`src/rtl/ahb_arbiter_if.sv`:
```
// ahb_arbiter_if: arbitration bus between AHB masters/slaves and the arbiter.
//   slave  modport : arbiter side (samples requests, drives grant/owner).
//   master modport : bus side (drives requests/transfer status, sees grant).
// Signals: hbusreq/hlock/hsplit[15:0], hready, htrans[1:0], hresp[1:0],
//          hgrant[15:0], hmaster[3:0], hmastlock, split_mask[15:0].
interface ahb_arbiter_if;
  logic [15:0] hbusreq;
  logic [15:0] hlock;
  logic [15:0] hsplit;
  logic        hready;
  logic [1:0]  htrans;
  logic [1:0]  hresp;
  logic [15:0] hgrant;
  logic [3:0]  hmaster;
  logic        hmastlock;
  logic [15:0] split_mask;

  modport slave (
    input  hbusreq, hlock, hsplit, hready, htrans, hresp,
    output hgrant, hmaster, hmastlock, split_mask
  );

  modport master (
    output hbusreq, hlock, hsplit, hready, htrans, hresp,
    input  hgrant, hmaster, hmastlock, split_mask
  );
endinterface

```
`src/rtl/ahb_arbiter.sv`:
```
// ahb_arbiter: AHB bus arbiter with round-robin selection, lock hold, burst
// hold, SPLIT masking and a default master.
// Ports:
//   hclk  - bus clock, rising edge
//   hrst  - asynchronous active-high reset
//   bus   - ahb_arbiter_if.slave: hbusreq/hlock/hsplit/hready/htrans/hresp
//           in; hgrant/hmaster/hmastlock/split_mask out (all registered)
// Build option: define AHB_ARB_FIXED_PRIO_EN for fixed priority (lowest
// eligible index wins, no round-robin pointer); default build is round-robin.
module ahb_arbiter #(
  parameter int unsigned NUM_MASTERS    = 16,
  parameter int unsigned DEFAULT_MASTER = 0
) (
  input  logic         hclk,
  input  logic         hrst,
  ahb_arbiter_if.slave bus
);

  localparam int unsigned NM_W  = 16;
  localparam int unsigned IDX_W = 4;

  localparam logic [1:0] HTRANS_IDLE = 2'b00;
  localparam logic [1:0] HTRANS_BUSY = 2'b01;
  localparam logic [1:0] HTRANS_SEQ  = 2'b11;
  localparam logic [1:0] HRESP_RETRY = 2'b10;
  localparam logic [1:0] HRESP_SPLIT = 2'b11;

  // Bits of the 16-wide vectors that belong to implemented masters.
  localparam logic [NM_W:0]    ACT_FULL   = (17'd1 << NUM_MASTERS) - 17'd1;
  localparam logic [NM_W-1:0]  ACTIVE     = ACT_FULL[NM_W-1:0];
  localparam logic [IDX_W-1:0] DEF_IDX    = IDX_W'(DEFAULT_MASTER);
  localparam logic [NM_W-1:0]  DEF_ONEHOT = NM_W'(1) << DEFAULT_MASTER;

  logic [NM_W-1:0]  gnt_q, gnt_d;
  logic [IDX_W-1:0] gnt_idx_q, gnt_idx_d;
  logic [IDX_W-1:0] mst_q, mst_d;
  logic             lock_q, lock_d;
  logic [NM_W-1:0]  mask_q, mask_d;
  logic             split_pend_q, split_pend_d;
`ifndef AHB_ARB_FIXED_PRIO_EN
  logic [IDX_W-1:0] rr_q, rr_d;
  logic [31:0]      cand;
`endif

  logic [NM_W-1:0]  busreq, lockv, splitv, set_vec, eligible;
  logic             resp_split, resp_retry;
  logic             hold_lock, hold_lockseq, hold_burst, rearb;
  logic             win_found;
  logic [IDX_W-1:0] win_idx;

  // Request qualification and SPLIT mask set vector for this edge.
  always_comb begin
    busreq     = bus.hbusreq & ACTIVE;
    lockv      = bus.hlock & ACTIVE;
    splitv     = bus.hsplit & ACTIVE;
    resp_split = (bus.hresp == HRESP_SPLIT);
    resp_retry = (bus.hresp == HRESP_RETRY);
    set_vec    = '0;
    if (bus.hready && resp_split && (mst_q != DEF_IDX))
      set_vec = NM_W'(1) << mst_q;
    // A master being split at this edge must not win the same edge.
    eligible = busreq & ~(mask_q | set_vec);
  end

  // Winner selection over the eligible set.
`ifdef AHB_ARB_FIXED_PRIO_EN
  always_comb begin
    win_found = 1'b0;
    win_idx   = DEF_IDX;
    for (int unsigned i = 0; i < NUM_MASTERS; i++) begin
      if (!win_found && eligible[IDX_W'(i)]) begin
        win_found = 1'b1;
        win_idx   = IDX_W'(i);
      end
    end
  end
`else
  // Circular search starting just after the last winner; the last candidate
  // is rr_q itself, so a sole requester keeps the bus.
  always_comb begin
    win_found = 1'b0;
    win_idx   = DEF_IDX;
    cand      = '0;
    for (int unsigned k = 1; k <= NUM_MASTERS; k++) begin
      cand = 32'(rr_q) + k;
      if (cand >= NUM_MASTERS)
        cand = cand - NUM_MASTERS;
      if (!win_found && eligible[cand[IDX_W-1:0]]) begin
        win_found = 1'b1;
        win_idx   = cand[IDX_W-1:0];
      end
    end
  end
`endif

  // Hold conditions and next-state.
  always_comb begin
    gnt_d        = gnt_q;
    gnt_idx_d    = gnt_idx_q;
    mst_d        = mst_q;
    lock_d       = lock_q;
    split_pend_d = split_pend_q;
`ifndef AHB_ARB_FIXED_PRIO_EN
    rr_d         = rr_q;
`endif

    hold_lock    = lockv[gnt_idx_q] & busreq[gnt_idx_q];
    hold_lockseq = lock_q && (bus.htrans != HTRANS_IDLE);
    hold_burst   = ((bus.htrans == HTRANS_SEQ) || (bus.htrans == HTRANS_BUSY)) &&
                   !(resp_split || resp_retry);
    // A SPLIT seen in its first (wait) cycle overrides every hold.
    rearb        = bus.hready &&
                   (split_pend_q || !(hold_lock || hold_lockseq || hold_burst));

    // Set wins over a same-edge release.
    mask_d = ((mask_q & ~splitv) | set_vec) & ACTIVE;

    if (bus.hready)
      split_pend_d = 1'b0;
    else if (resp_split)
      split_pend_d = 1'b1;

    // Address-phase ownership follows the grant by one hready cycle.
    if (bus.hready) begin
      mst_d  = gnt_idx_q;
      lock_d = lockv[gnt_idx_q];
    end

    if (rearb) begin
      gnt_idx_d = win_idx;
      gnt_d     = NM_W'(1) << win_idx;
`ifndef AHB_ARB_FIXED_PRIO_EN
      if (win_found)
        rr_d = win_idx;
`endif
    end
  end

  // State registers.
  always_ff @(posedge hclk or posedge hrst) begin
    if (hrst) begin
      gnt_q        <= DEF_ONEHOT;
      gnt_idx_q    <= DEF_IDX;
      mst_q        <= DEF_IDX;
      lock_q       <= 1'b0;
      mask_q       <= '0;
      split_pend_q <= 1'b0;
`ifndef AHB_ARB_FIXED_PRIO_EN
      rr_q         <= DEF_IDX;
`endif
    end else begin
      gnt_q        <= gnt_d;
      gnt_idx_q    <= gnt_idx_d;
      mst_q        <= mst_d;
      lock_q       <= lock_d;
      mask_q       <= mask_d;
      split_pend_q <= split_pend_d;
`ifndef AHB_ARB_FIXED_PRIO_EN
      rr_q         <= rr_d;
`endif
    end
  end

  assign bus.hgrant     = gnt_q;
  assign bus.hmaster    = mst_q;
  assign bus.hmastlock  = lock_q;
  assign bus.split_mask = mask_q;

endmodule

```
`src/flat_wrapper.sv`:
```
// flat-port wrapper written by rule: the top's interface ports become plain ports
module ahb_arbiter_flat 
#(
  parameter int unsigned NUM_MASTERS    = 16,
  parameter int unsigned DEFAULT_MASTER = 0
)
  (hclk, hrst, bus_hbusreq, bus_hlock, bus_hsplit, bus_hready, bus_htrans, bus_hresp, bus_hgrant, bus_hmaster, bus_hmastlock, bus_split_mask);
  ahb_arbiter_if bus_i ();
  input  logic hclk;
  input  logic hrst;
  input wire logic [$bits(bus_i.hbusreq)-1:0] bus_hbusreq;
  input wire logic [$bits(bus_i.hlock)-1:0] bus_hlock;
  input wire logic [$bits(bus_i.hsplit)-1:0] bus_hsplit;
  input wire logic [$bits(bus_i.hready)-1:0] bus_hready;
  input wire logic [$bits(bus_i.htrans)-1:0] bus_htrans;
  input wire logic [$bits(bus_i.hresp)-1:0] bus_hresp;
  output wire logic [$bits(bus_i.hgrant)-1:0] bus_hgrant;
  output wire logic [$bits(bus_i.hmaster)-1:0] bus_hmaster;
  output wire logic [$bits(bus_i.hmastlock)-1:0] bus_hmastlock;
  output wire logic [$bits(bus_i.split_mask)-1:0] bus_split_mask;
  assign bus_i.hbusreq = bus_hbusreq;
  assign bus_i.hlock = bus_hlock;
  assign bus_i.hsplit = bus_hsplit;
  assign bus_i.hready = bus_hready;
  assign bus_i.htrans = bus_htrans;
  assign bus_i.hresp = bus_hresp;
  assign bus_hgrant = bus_i.hgrant;
  assign bus_hmaster = bus_i.hmaster;
  assign bus_hmastlock = bus_i.hmastlock;
  assign bus_split_mask = bus_i.split_mask;
  ahb_arbiter #(.NUM_MASTERS(NUM_MASTERS), .DEFAULT_MASTER(DEFAULT_MASTER)) u_core (.hclk(hclk), .hrst(hrst), .bus(bus_i));
endmodule
```
`config.mk`:
```
export PLATFORM = sky130hd
export DESIGN_NAME = ahb_arbiter_flat
export DESIGN_NICKNAME = d
export VERILOG_FILES = /design/src/rtl/ahb_arbiter_if.sv /design/src/rtl/ahb_arbiter.sv /design/src/flat_wrapper.sv
export SDC_FILE = /design/constraint.sdc
export NUM_CORES = 1
export LEC_CHECK = 0
export CELL_PAD_IN_SITES_DETAIL_PLACEMENT = 0
export CELL_PAD_IN_SITES_GLOBAL_PLACEMENT = 1
export CORE_MARGIN = 2
export CORE_UTILIZATION = 41
export DETAILED_ROUTE_END_ITERATION = 16
export PLACE_DENSITY = 0.92
export SLEW_MARGIN = 25
export SYNTH_ARGS = -nofsm -noshare
export SYNTH_HDL_FRONTEND = slang
export SYNTH_SLANG_ARGS = --single-unit
export TNS_END_PERCENT = 100
```
`constraint.sdc`:
```
create_clock -name hclk -period 6.2 [get_ports hclk]
set_input_delay 1.24 -clock hclk [delete_from_list [all_inputs] [get_ports hclk]]
set_output_delay 1.24 -clock hclk [all_outputs]
set_load 0.03 [all_outputs]
```
==> results.sh <==
export IMPL_die_width_um=114.9
export IMPL_cts_buffers_inserted=5
export IMPL_rows=40
export IMPL_ys_types=92
export IMPL_ant_nets=0
export IMPL_area_delta_synth_final_pct=23.83
export IMPL_cp_max_fo=12
export IMPL_dieArea_um2=13200
export IMPL_min_path_type="register to register"
export IMPL_rr_worst_depth=12
export IMPL_drv_slew=0
export IMPL_place_congestion=0.9796
export IMPL_dp_hpwl_um=12830
export IMPL_clock_skew_ns=0.005222
export IMPL_synth_avg_cell_area_um2=8.873
export IMPL_tns_ns=0
export IMPL_synth_flop_cell="dfrtp_1"
export IMPL_fin_crit_sh=0.9203
export IMPL_layout_commonest_cell="clkdlybuf4s50_1"
export IMPL_maxCapViolCount=0
export IMPL_htreeDepth=2
export IMPL_worst_setup_path_end_kind="register"
export IMPL_syn_area_um2=5040
export IMPL_core_area_um2=12010
export IMPL_globalRouteTotalUtil=0.2621
export IMPL_seq_area_frac_synth=0.2286
export IMPL_grt_pass1_wl_um=27380
export IMPL_die_y_um=114.9
export IMPL_ys_ff_latch=46
export IMPL_grt_pass1_vias=5214
export IMPL_num_io_pins=92
export IMPL_clock_sinks=46
export IMPL_crit_path_start_kind="input pin"
export IMPL_clk_pin_slew_worst_paths_ns=0.07
export IMPL_grt_setup_unrepaired="false"
export IMPL_post_cts_repair_setup_buffers=0
export IMPL_drive_above_1_share=0.1477
export IMPL_wl_um=16750
export IMPL_io_buffers=91
export IMPL_root_buffer="clkbuf_16"
export IMPL_via_per_inst=6.584
export IMPL_max_freq_ghz=0.1753
export IMPL_cts_tree="built"
export IMPL_firstDrtPassIters=5
export IMPL_avgRoutedWirePerCell_um=21.20
export IMPL_status="finished, final reports clean"
export IMPL_grt_ovfl_total=0
export IMPL_grt_antenna_before_repair=0
export IMPL_setup_violations_final=0
export IMPL_hold_buffers=0
export IMPL_arrival_ns=5.90
export IMPL_nNetsFinal=704
export IMPL_initial_core_util=0.4196
export IMPL_insertedDiodeCount=0
export IMPL_synth_edf_count=0
export IMPL_async_flop_share=1.000
export IMPL_clock_latency_ns=0.30
export IMPL_drt_iter0_drc=408
export IMPL_crit_required_ns=6.39
export IMPL_route_vias_total=5201
export IMPL_drc_errors=0
export IMPL_hold_violations=0
export IMPL_slew_limit_headroom=0.3550
export IMPL_grt_max_degree=47
export IMPL_ctsResizeCount=0
export IMPL_hold_path_depth=2
export IMPL_yosys_warnings=0
export IMPL_synth_fp_nets=630
export IMPL_period_minus_slack_ns=5.706
export IMPL_netlist_instances=568
export IMPL_final_cell_mix="91 x clkdlybuf4s50_1, 48 x nand2_1, 45 x dfrtp_1, 37 x o21ai_0"
export IMPL_worstSetupPathType="input pin to register"
export IMPL_clk_path_buf_depth=2
export IMPL_worstMarginPinSlew_ns=0.9676
## layout make-up
type | count | area (µm²)
tap | 147 | 183.9
clock inverter | 2 | 37.54
fill | 1103 | 5771
sequential | 46 | 1152
multi-input combinational | 454 | 3597
clock buffer | 6 | 128.9
timing repair buffer | 108 | 1039
inverter | 27 | 102.6
## cell families after synthesis
family | after synthesis | share of synthesized area
fa+ha+maj | 7 | 0.01738
xor+xnor | 12 | 0.02085
flops | 46 | 0.2287
simple gates | 167 | 0.1889
buf+inv | 68 | 0.05834
compound gates | 224 | 0.3359
mux | 44 | 0.1500
## final timing paths
check | start | endpoint | slack (ns)
max reg2reg | u_core.rr_q[0] | u_core.bus.hgrant[6] | 1.12
max | bus_hresp[1] | u_core.bus.hgrant[6] | 0.49
min in group asynchronous | hrst | u_core.bus.split_mask[8] | 1.38
max in group asynchronous | hrst | u_core.bus.hgrant[15] | 4.35
min reg2reg | u_core.bus.hgrant[12] | u_core.bus.hgrant[12] | 0.49
min | u_core.bus.hgrant[12] | u_core.bus.hgrant[12] | 0.49
## worst max-delay path, stage by stage
cell             delay, ns
clkdlybuf4s50_1       0.55
and3b_1               0.47
a211oi_1              0.24
mux4_2                0.56
a211oi_2              0.43
mux2i_2               0.30
or3_1                 0.48
o41ai_1               0.28
o32ai_1               0.14
a221oi_1              0.56
o21bai_2              0.30
o31ai_1               0.35
## through the flow
step	util	worst slack, ns	instance area, µm²	hold WS [ns]	std cells
CTS	0.5192	0.4580	6236	0.4934	790
global route	0.5196	0.2095	6241	0.5135	790
floorplan	-	1.565	5040	0.4629	568
detailed placement	0.5053	0.1732	6070	0.4635	782
global placement	0.5053	0.3227	6070	0.4653	782
finish	0.5196	0.4940	6241	0.4866	790
## flip-flops by register name (all words and copies together), names as in the netlist
register / count
u_core.split_pend_q: 1
u_core.bus.hmaster: 4
u_core.bus.hgrant: 16
u_core.rr_q: 4
u_core.gnt_idx_q: 4
u_core.bus.split_mask: 16
u_core.bus.hmastlock: 1
## cells in the mapped netlist, drive strengths merged (15+ instances only)
cell / instances / share of area
nand2: 49 / 0.037
dfrtp: 45 / 0.22
o21ai: 42 / 0.042
inv: 27 / 0.020
o22ai: 26 / 0.032
nor2: 25 / 0.019
mux4: 24 / 0.11
a21oi: 23 / 0.023
clkbuf: 23 / 0.017
buf: 18 / 0.021
o211ai: 18 / 0.027
a211oi: 17 / 0.027
nor2b: 15 / 0.019
## routing by layer
layer / global-route usage / share of wire / vias up / routed length [µm]
li1: - / - / 2374 / -
met1: 0.3557 / 0.43 / 2579 / 7124
met2: 0.4369 / 0.48 / 211 / 8122
met3: 0.03532 / 0.067 / 37 / 1127
met4: 0.08032 / 0.022 / 0 / 372
met5: 0 / 0 / - / 0
Power is not shown: default switching activity piles up to over one toggle a cycle in this logic, so the estimate is an artifact.
